--- src/rtl/debounce_edge_pkg.sv ---
// Shared FSM state encodings and default qualification constants for the
// debounce stage.
package debounce_edge_pkg;

    typedef enum logic [1:0] {
        S_LOW     = 2'b00,
        S_WAIT_HI = 2'b01,
        S_HIGH    = 2'b11,
        S_WAIT_LO = 2'b10
    } state_e;

    localparam int unsigned STABLE_DEF = 8;
    localparam int unsigned CNT_W_DEF  = 4;

endpackage

--- src/rtl/debounce_edge_sync_chain.sv ---
// Multi-flop synchroniser for an asynchronous single-bit input; usable by any
// block that needs to bring a raw level into its clock domain.
module sync_chain #(
    parameter int unsigned SYNC_STAGES = 2
) (
    input  logic clk,
    input  logic rst,
    input  logic d,
    output logic q
);

    logic [SYNC_STAGES-1:0] chain_q;
    logic [SYNC_STAGES-1:0] chain_d;

    always_comb begin
        chain_d = {chain_q[SYNC_STAGES-2:0], d};
    end

    always_ff @(posedge clk or negedge rst) begin
        if (!rst) begin
            chain_q <= '0;
        end else begin
            chain_q <= chain_d;
        end
    end

    assign q = chain_q[SYNC_STAGES-1];

endmodule

--- src/rtl/debounce_edge.sv ---
// Debounces a raw asynchronous input: synchronises it, qualifies each level
// change over a stability window, and emits a clean level plus edge pulses.
module debounce_edge
    import debounce_edge_pkg::*;
#(
    parameter int unsigned SYNC_STAGES = 2,
    parameter int unsigned STABLE      = STABLE_DEF,
    parameter int unsigned CNT_W       = CNT_W_DEF
) (
    input  logic clk,
    input  logic rst,
    input  logic en,
    input  logic d_in,
    output logic q,
    output logic rise,
    output logic fall,
    output logic busy
);

    localparam logic [CNT_W-1:0] CNT_ONE  = CNT_W'(1);
    localparam logic [CNT_W-1:0] CNT_LAST = CNT_W'(STABLE - 1);

    logic             s;
    state_e           state_q, state_d;
    logic [CNT_W-1:0] cnt_q, cnt_d;
    logic [CNT_W-1:0] cnt_inc;
    logic             q_q, q_d;
    logic             rise_q, rise_d;
    logic             fall_q, fall_d;

    sync_chain #(
        .SYNC_STAGES(SYNC_STAGES)
    ) u_sync (
        .clk (clk),
        .rst (rst),
        .d   (d_in),
        .q   (s)
    );

    always_ff @(posedge clk or negedge rst) begin
        if (!rst) begin
            state_q <= S_LOW;
            cnt_q   <= '0;
            q_q     <= 1'b0;
            rise_q  <= 1'b0;
            fall_q  <= 1'b0;
        end else begin
            state_q <= state_d;
            cnt_q   <= cnt_d;
            q_q     <= q_d;
            rise_q  <= rise_d;
            fall_q  <= fall_d;
        end
    end

    // The window closes when the advanced count reaches STABLE-1, so q moves
    // on edge SYNC_STAGES+STABLE-1 and the counter never reaches STABLE-1.
    assign cnt_inc = cnt_q + CNT_ONE;

    always_comb begin
        state_d = state_q;
        cnt_d   = cnt_q;
        q_d     = q_q;
        rise_d  = 1'b0;
        fall_d  = 1'b0;
        if (en) begin
            unique case (state_q)
                S_LOW: begin
                    if (s) begin
                        state_d = S_WAIT_HI;
                        cnt_d   = CNT_ONE;
                    end else begin
                        cnt_d = '0;
                    end
                end
                S_WAIT_HI: begin
                    if (!s) begin
                        state_d = S_LOW;
                        cnt_d   = '0;
                    end else if (cnt_inc == CNT_LAST) begin
                        state_d = S_HIGH;
                        cnt_d   = '0;
                        q_d     = 1'b1;
                        rise_d  = 1'b1;
                    end else begin
                        cnt_d = cnt_inc;
                    end
                end
                S_HIGH: begin
                    if (!s) begin
                        state_d = S_WAIT_LO;
                        cnt_d   = CNT_ONE;
                    end else begin
                        cnt_d = '0;
                    end
                end
                S_WAIT_LO: begin
                    if (s) begin
                        state_d = S_HIGH;
                        cnt_d   = '0;
                    end else if (cnt_inc == CNT_LAST) begin
                        state_d = S_LOW;
                        cnt_d   = '0;
                        q_d     = 1'b0;
                        fall_d  = 1'b1;
                    end else begin
                        cnt_d = cnt_inc;
                    end
                end
                default: begin
                    state_d = S_LOW;
                    cnt_d   = '0;
                end
            endcase
        end
    end

    always_comb begin
        q    = q_q;
        rise = rise_q;
        fall = fall_q;
        busy = (state_q == S_WAIT_HI) || (state_q == S_WAIT_LO);
    end

endmodule

--- config.mk ---
export PLATFORM = sky130hd
export DESIGN_NAME = debounce_edge
export DESIGN_NICKNAME = d
export VERILOG_FILES = /design/src/rtl/debounce_edge_pkg.sv /design/src/rtl/debounce_edge_sync_chain.sv /design/src/rtl/debounce_edge.sv
export SDC_FILE = /design/constraint.sdc
export NUM_CORES = 1
export LEC_CHECK = 0
export BUFFER_PORTS_ARGS = -buffer_cell sky130_fd_sc_hd__buf_2
export CELL_PAD_IN_SITES_DETAIL_PLACEMENT = 1
export CELL_PAD_IN_SITES_GLOBAL_PLACEMENT = 2
export CORE_ASPECT_RATIO = 0.8
export CORE_MARGIN = 2
export CORE_UTILIZATION = 34
export DETAILED_ROUTE_END_ITERATION = 8
export PLACE_DENSITY = 0.7
export SLEW_MARGIN = 20
export SYNTH_ARGS = -nofsm -noshare
export SYNTH_HDL_FRONTEND = slang
export SYNTH_SLANG_ARGS = --single-unit
--- constraint.sdc ---
create_clock -name clk -period 2.26 [get_ports clk]
set_input_delay 0.113 -clock clk [delete_from_list [all_inputs] [get_ports clk]]
set_output_delay 0.113 -clock clk [all_outputs]
set_load 0.01 [all_outputs]
# ---- Word-level counts from Yosys, hierarchy flattened
# Cells that the tools add are included.
dict set report totals {
  wordCells 49
  out_inout_bits 4
  reg_bits 11
}
dict set report op_classes {
  n_addsub 1
  reduce_logical 5
  n_eq_ne 12
  muxes 25
}
# operator n
set ops {}
lappend ops {{$pmux 4 s4} 1}
lappend ops {{$mux 1} 13}
lappend ops {{$mux 2} 6}
lappend ops {{$mux 4} 3}
lappend ops {{$ne 2x2->1 const B} 4}
lappend ops {{$pmux 2 s4} 1}
lappend ops {{$reduce_and 6->1} 1}
lappend ops {{$reduce_and 5->1} 1}
lappend ops {{$add 4x1->4 const B} 1}
lappend ops {{$eq 2x2->1 const B} 2}
lappend ops {{$eq 4x3->1 const B} 1}
lappend ops {{$ne 2x1->1 const B} 2}
lappend ops {{$ne 3x2->1 const B} 1}
lappend ops {{$ne 3x3->1 const B} 1}
lappend ops {{$eq 2x1->1 const B} 1}
lappend ops {{$logic_not 2->1} 1}
lappend ops {{$pmux 1 s2} 1}
lappend ops {{$reduce_bool 2->1} 1}
lappend ops {{$logic_or 1x1->1} 1}

# ---- Logic depth before layout (Yosys ltp)
dict set report depth {
  depth_word 6
  depth_mapped 7
  depth_no_buf 7
}

# ---- Modules after synthesis
# Synthesis repeated with hierarchy kept, for this count alone.
dict set report unflattened {
  cells_unflattened 65
  hier_area_um2 671.9
}
# mod seq_area_each_um2 n_inst cells_per_inst area_per_inst_um2
set by_module_without_submodules {}
lappend by_module_without_submodules {debounce_edge 225.2 1 63 621.8}
lappend by_module_without_submodules {sync_chain 50.0 1 2 50.0}

# ---- Least setup slack after synthesis
# OpenSTA, ideal clock, no wires.
dict set report synth_timing {
  path_kind {register to register}
  start {register cnt_q[0]}
  end {register state_q[1]}
  t_arrival_ns 1.560
  setup_ns 0.120
  stages_incl_launch_ff 8
  period_less_slack_ns 1.680
  n_path_buf 0
  required_ns 2.140
  path_slack_ns 0.580
  path_cell_list {dfrtp_1 -> inv_1 -> ha_1 -> nand2_1 -> a211oi_4 -> o311ai_1 -> or2_0 -> a31o_1}
}
dict set report synth_via {
  elab_chain_cells 4
  elab_cells_between_ends 5
  classes_between {1 x add/sub; 3 x eq/ne; 1 x reduce/logical}
}
# element line_no
set synth_rtl {}
lappend synth_rtl {{from (decl)} debounce_edge.sv:25} ;# logic [CNT_W-1:0] cnt_q, cnt_d;
lappend synth_rtl {{from (signal assigned)} debounce_edge.sv:49} ;# cnt_q <= cnt_d;
lappend synth_rtl {{$add 4x1->4 (*)} debounce_edge.sv:58} ;# assign cnt_inc = cnt_q + CNT_ONE;
lappend synth_rtl {{$eq 4x3->1 (*)} {debounce_edge.sv:80, debounce_edge.sv:101}}
lappend synth_rtl {{$ne 3x2->1 (no source line) / $ne 3x3->1 (equally long branches)} --}
lappend synth_rtl {{$reduce_and 5->1 (no source line) (*)} --}
lappend synth_rtl {{to (signal assigned)} debounce_edge.sv:48} ;# state_q <= state_d;
lappend synth_rtl {{to (decl)} debounce_edge.sv:24} ;# state_e state_q, state_d;
# Every way passes the cells marked *; elsewhere a longest branch is shown, timed or not.
# A chain may end at the register's enable or synchronous reset.

# ---- Final worst setup path
# Ends and elaborated chain as after synthesis.

==> results.md <==
- EDFF count, synth: 0
- PwrDens: around 920 nW/um2
- Share of cells above drive strength 1: between 10% and 20%
- Post-synth ARST share: 100%
- Clock tree buffer depth: 2
- Clk slew on worst S/H paths: 80 ps
- Io pins: 8
- Critical setup path kind: reg2reg
- Sink Count: 11
- Final critical-path required period: about 1900 ps
- Top cell type's share of synthesized area: ~41%
- Ant diodes: 0
- Tcrit/Tclk final: between 80% and 90%
- Final #Nets: around 90
- Achievable Freq: around 0.52 GHz
- First-pass GRT wire length: approximately 2600 um
- Status: finished clean
- Max-Cap Viols: 0
- Slew Limit Fails: 0
- Total Neg Setup Slack: 0 ps
- Unrepaired setup endpoints after global routing: false
- Area of the core: around 1900 um2
- IO Port Bufs: 7
- Initial DRC count: 12
- HP Class: in2reg
- GR Overflow Total: 0
- Setup Fix Bufs, Post-CTS: 0
- Sequence of cells on the critical path: inv_1 -> ha_1 -> nand2_1 -> a211oi_4 -> o311ai_1 -> or2_0 -> a31o_1
- Largest net degree at the start of global routing: 12
- DRC Markers: 0
- Least-Margin Pin Slew: 337 ps
- Die width: approximately 54 um
- Yosys warnings: 0
- Flops & latches, synth: 11
- Total GRT Usage: 15.6%
- Largest cells by area after synthesis: dfrtp_1, ha_1, inv_1
- Final wirelength: between 1500 and 2000 um
- Initial Util: between 30% and 40%
- Latest clock arrival within the worst-skew pair: about 270 ps
- CP startpoint kind: register
- Critical path endpoint category: register
- Area after DPL: between 700 and 800 um2
- Core Rows: 14
- Die height: roughly 44 um
- Routed met2 length: just under 700 um
- Syn_area_per_cell: ~10 um2
- Area growth syn-to-layout: 15.7%
- Final ANT Viol Nets: 0
- Setup violators final: 0
- Post-synthesis sequential area ratio: about two fifths
- Final WS setup: ~320 ps
- Post-synth top area cell: dfrtp_1
- Gpl congestion: approximately 0.79
- Unique masters post-synth: 32
- Hold_ws: approximately 110 ps
- Met3 routed WL: ~52 um
- Routed metal-1 wirelength: about 780 um
- Worst-path fanout max: 6
- Arr. time, crit path: around 2100 ps
- Slew HR: 77.2%
- Post-DP HPWL: 1170 um
- CP max stage delay: around 450 ps
- Critical-path top delay cell: dfrtp_1
- Pre-Repair DR Iteration Count: 2
- CTS tree: done
- Post-cts resize count: 0
- Worst Path Required: 2420 ps
- CTS Hold Bufs: 2
- Initial antenna violation count: 0
- Via count: 556
- Leak pwr: ~0.36 nW
- Top Layer Used: met4
- DR WL/cell: approximately 15 um
- Post-synthesis cell count: 68
- Syn_nets: between 70 and 80
- CTS Buf Count: 3
- Main flop type after synthesis: dfrtp_1
- VDD IR max: slightly above 0.5 mV
- Final hold viol count: 0
- Vias in the first global route: ~580
- Post-route cell area: 783 um2
- DIE AREA: about 2400 um2
- Final Skew: about 7.3 ps
- H-tree depth reported by CTS: 1
- Synth Cell Area: 677 um2
- Dpl ws: roughly 350 ps
- Root buffer cell: clkbuf_4
- Post-DR vias/cell: roughly 5.3
[flip-flops by register name, summed over array words and instances (netlist names)]
name / flops
fall: 1
q: 1
cnt_q: 4
u_sync.chain_q: 2
rise: 1
state_q: 2
[kinds of logic after synthesis]
| logic type | share of synthesized area, % |
|---|---|
| compound gates | 22.7 |
| fa+ha+maj | 12.9 |
| buf+inv | 4.62 |
| flops | 40.7 |
| mux | 1.48 |
| simple gates | 17.6 |
[layout make-up]
class | count | area [um2]
multi-input cells | 49 | 370
fillers | 227 | 1090
repair buffers | 9 | 55.1
inverters | 7 | 26.3
flip-flops and latches | 11 | 275
clock buffers | 4 | 26.3
well taps | 24 | 30.0
[worst max-delay path, delay by kind of cell (launching register included)]
family / cells / cell delay (ps)
AOI/OAI and AO/OA: 3 / 680
buffers and inverters: 1 / 120
and+or+nand+nor: 2 / 360
adders and majority gates: 1 / 200
DFF: 1 / 450
[layer usage]
metal,global-route usage [%],up-vias
met5,0,-
met1,20.6,272
met2,24.6,10
met3,3.10,4
li1,-,270
met4,6.15,0
[synth_stat cells (2+ instances only)]
| library cell | instances |
|---|---|
| a221oi_1 | 2 |
| dfrtp_1 | 11 |
| ha_1 | 7 |
| inv_1 | 7 |
| nand2_1 | 7 |
| nand3_1 | 2 |
| nor2_1 | 2 |
| nor3_1 | 4 |
| o21ai_1 | 2 |
| o31ai_1 | 2 |
[where the power goes]
part | internal [mW] | switching, mW | total (mW)
clock network | 0.0684 | 0.0710 | 0.139
logic | 0.124 | 0.178 | 0.302
registers | 0.230 | 0.0482 | 0.278
total | 0.422 | 0.297 | 0.719
[path summary, 6_finish.rpt]
path / endpoint / depth (start not counted) / startpoint / slack (ps)
setup / recovery: state_q[1] / 7 / cnt_q[0] / 320
hold / removal: cnt_q[0] / 2 / en / 110
setup reg to reg: state_q[1] / 7 / cnt_q[0] / 320
hold reg to reg: u_sync.chain_q[1] / 0 / u_sync.chain_q[0] / 370
max in group asynchronous: state_q[1] / 2 / rst / 1820
min in group asynchronous: cnt_q[2] / 2 / rst / 230
[metrics by stage]
stage	cells	power, mW	util (%)
2_1_floorplan	68	0.487	-
4_1_cts	104	0.727	41.8
6_report	104	0.719	41.8
5_1_grt	104	0.782	41.8
3_3_place_gp	98	0.575	39.3
3_5_place_dp	98	0.575	39.3
[layout by cell type (no fill, tap or decap), types with 2 or more instances in the layout]
cell           instances
o21ai_1                2
ha_1                   7
a221oi_1               2
dfrtp_1               11
nor3_1                 4
inv_1                  7
buf_2                  7
o31ai_1                2
nand2_1                7
nand3_1                2
clkbuf_4               3
nor2_1                 2
dlygate4sd3_1          2
Note: power is estimated with default switching activity, not from simulation.
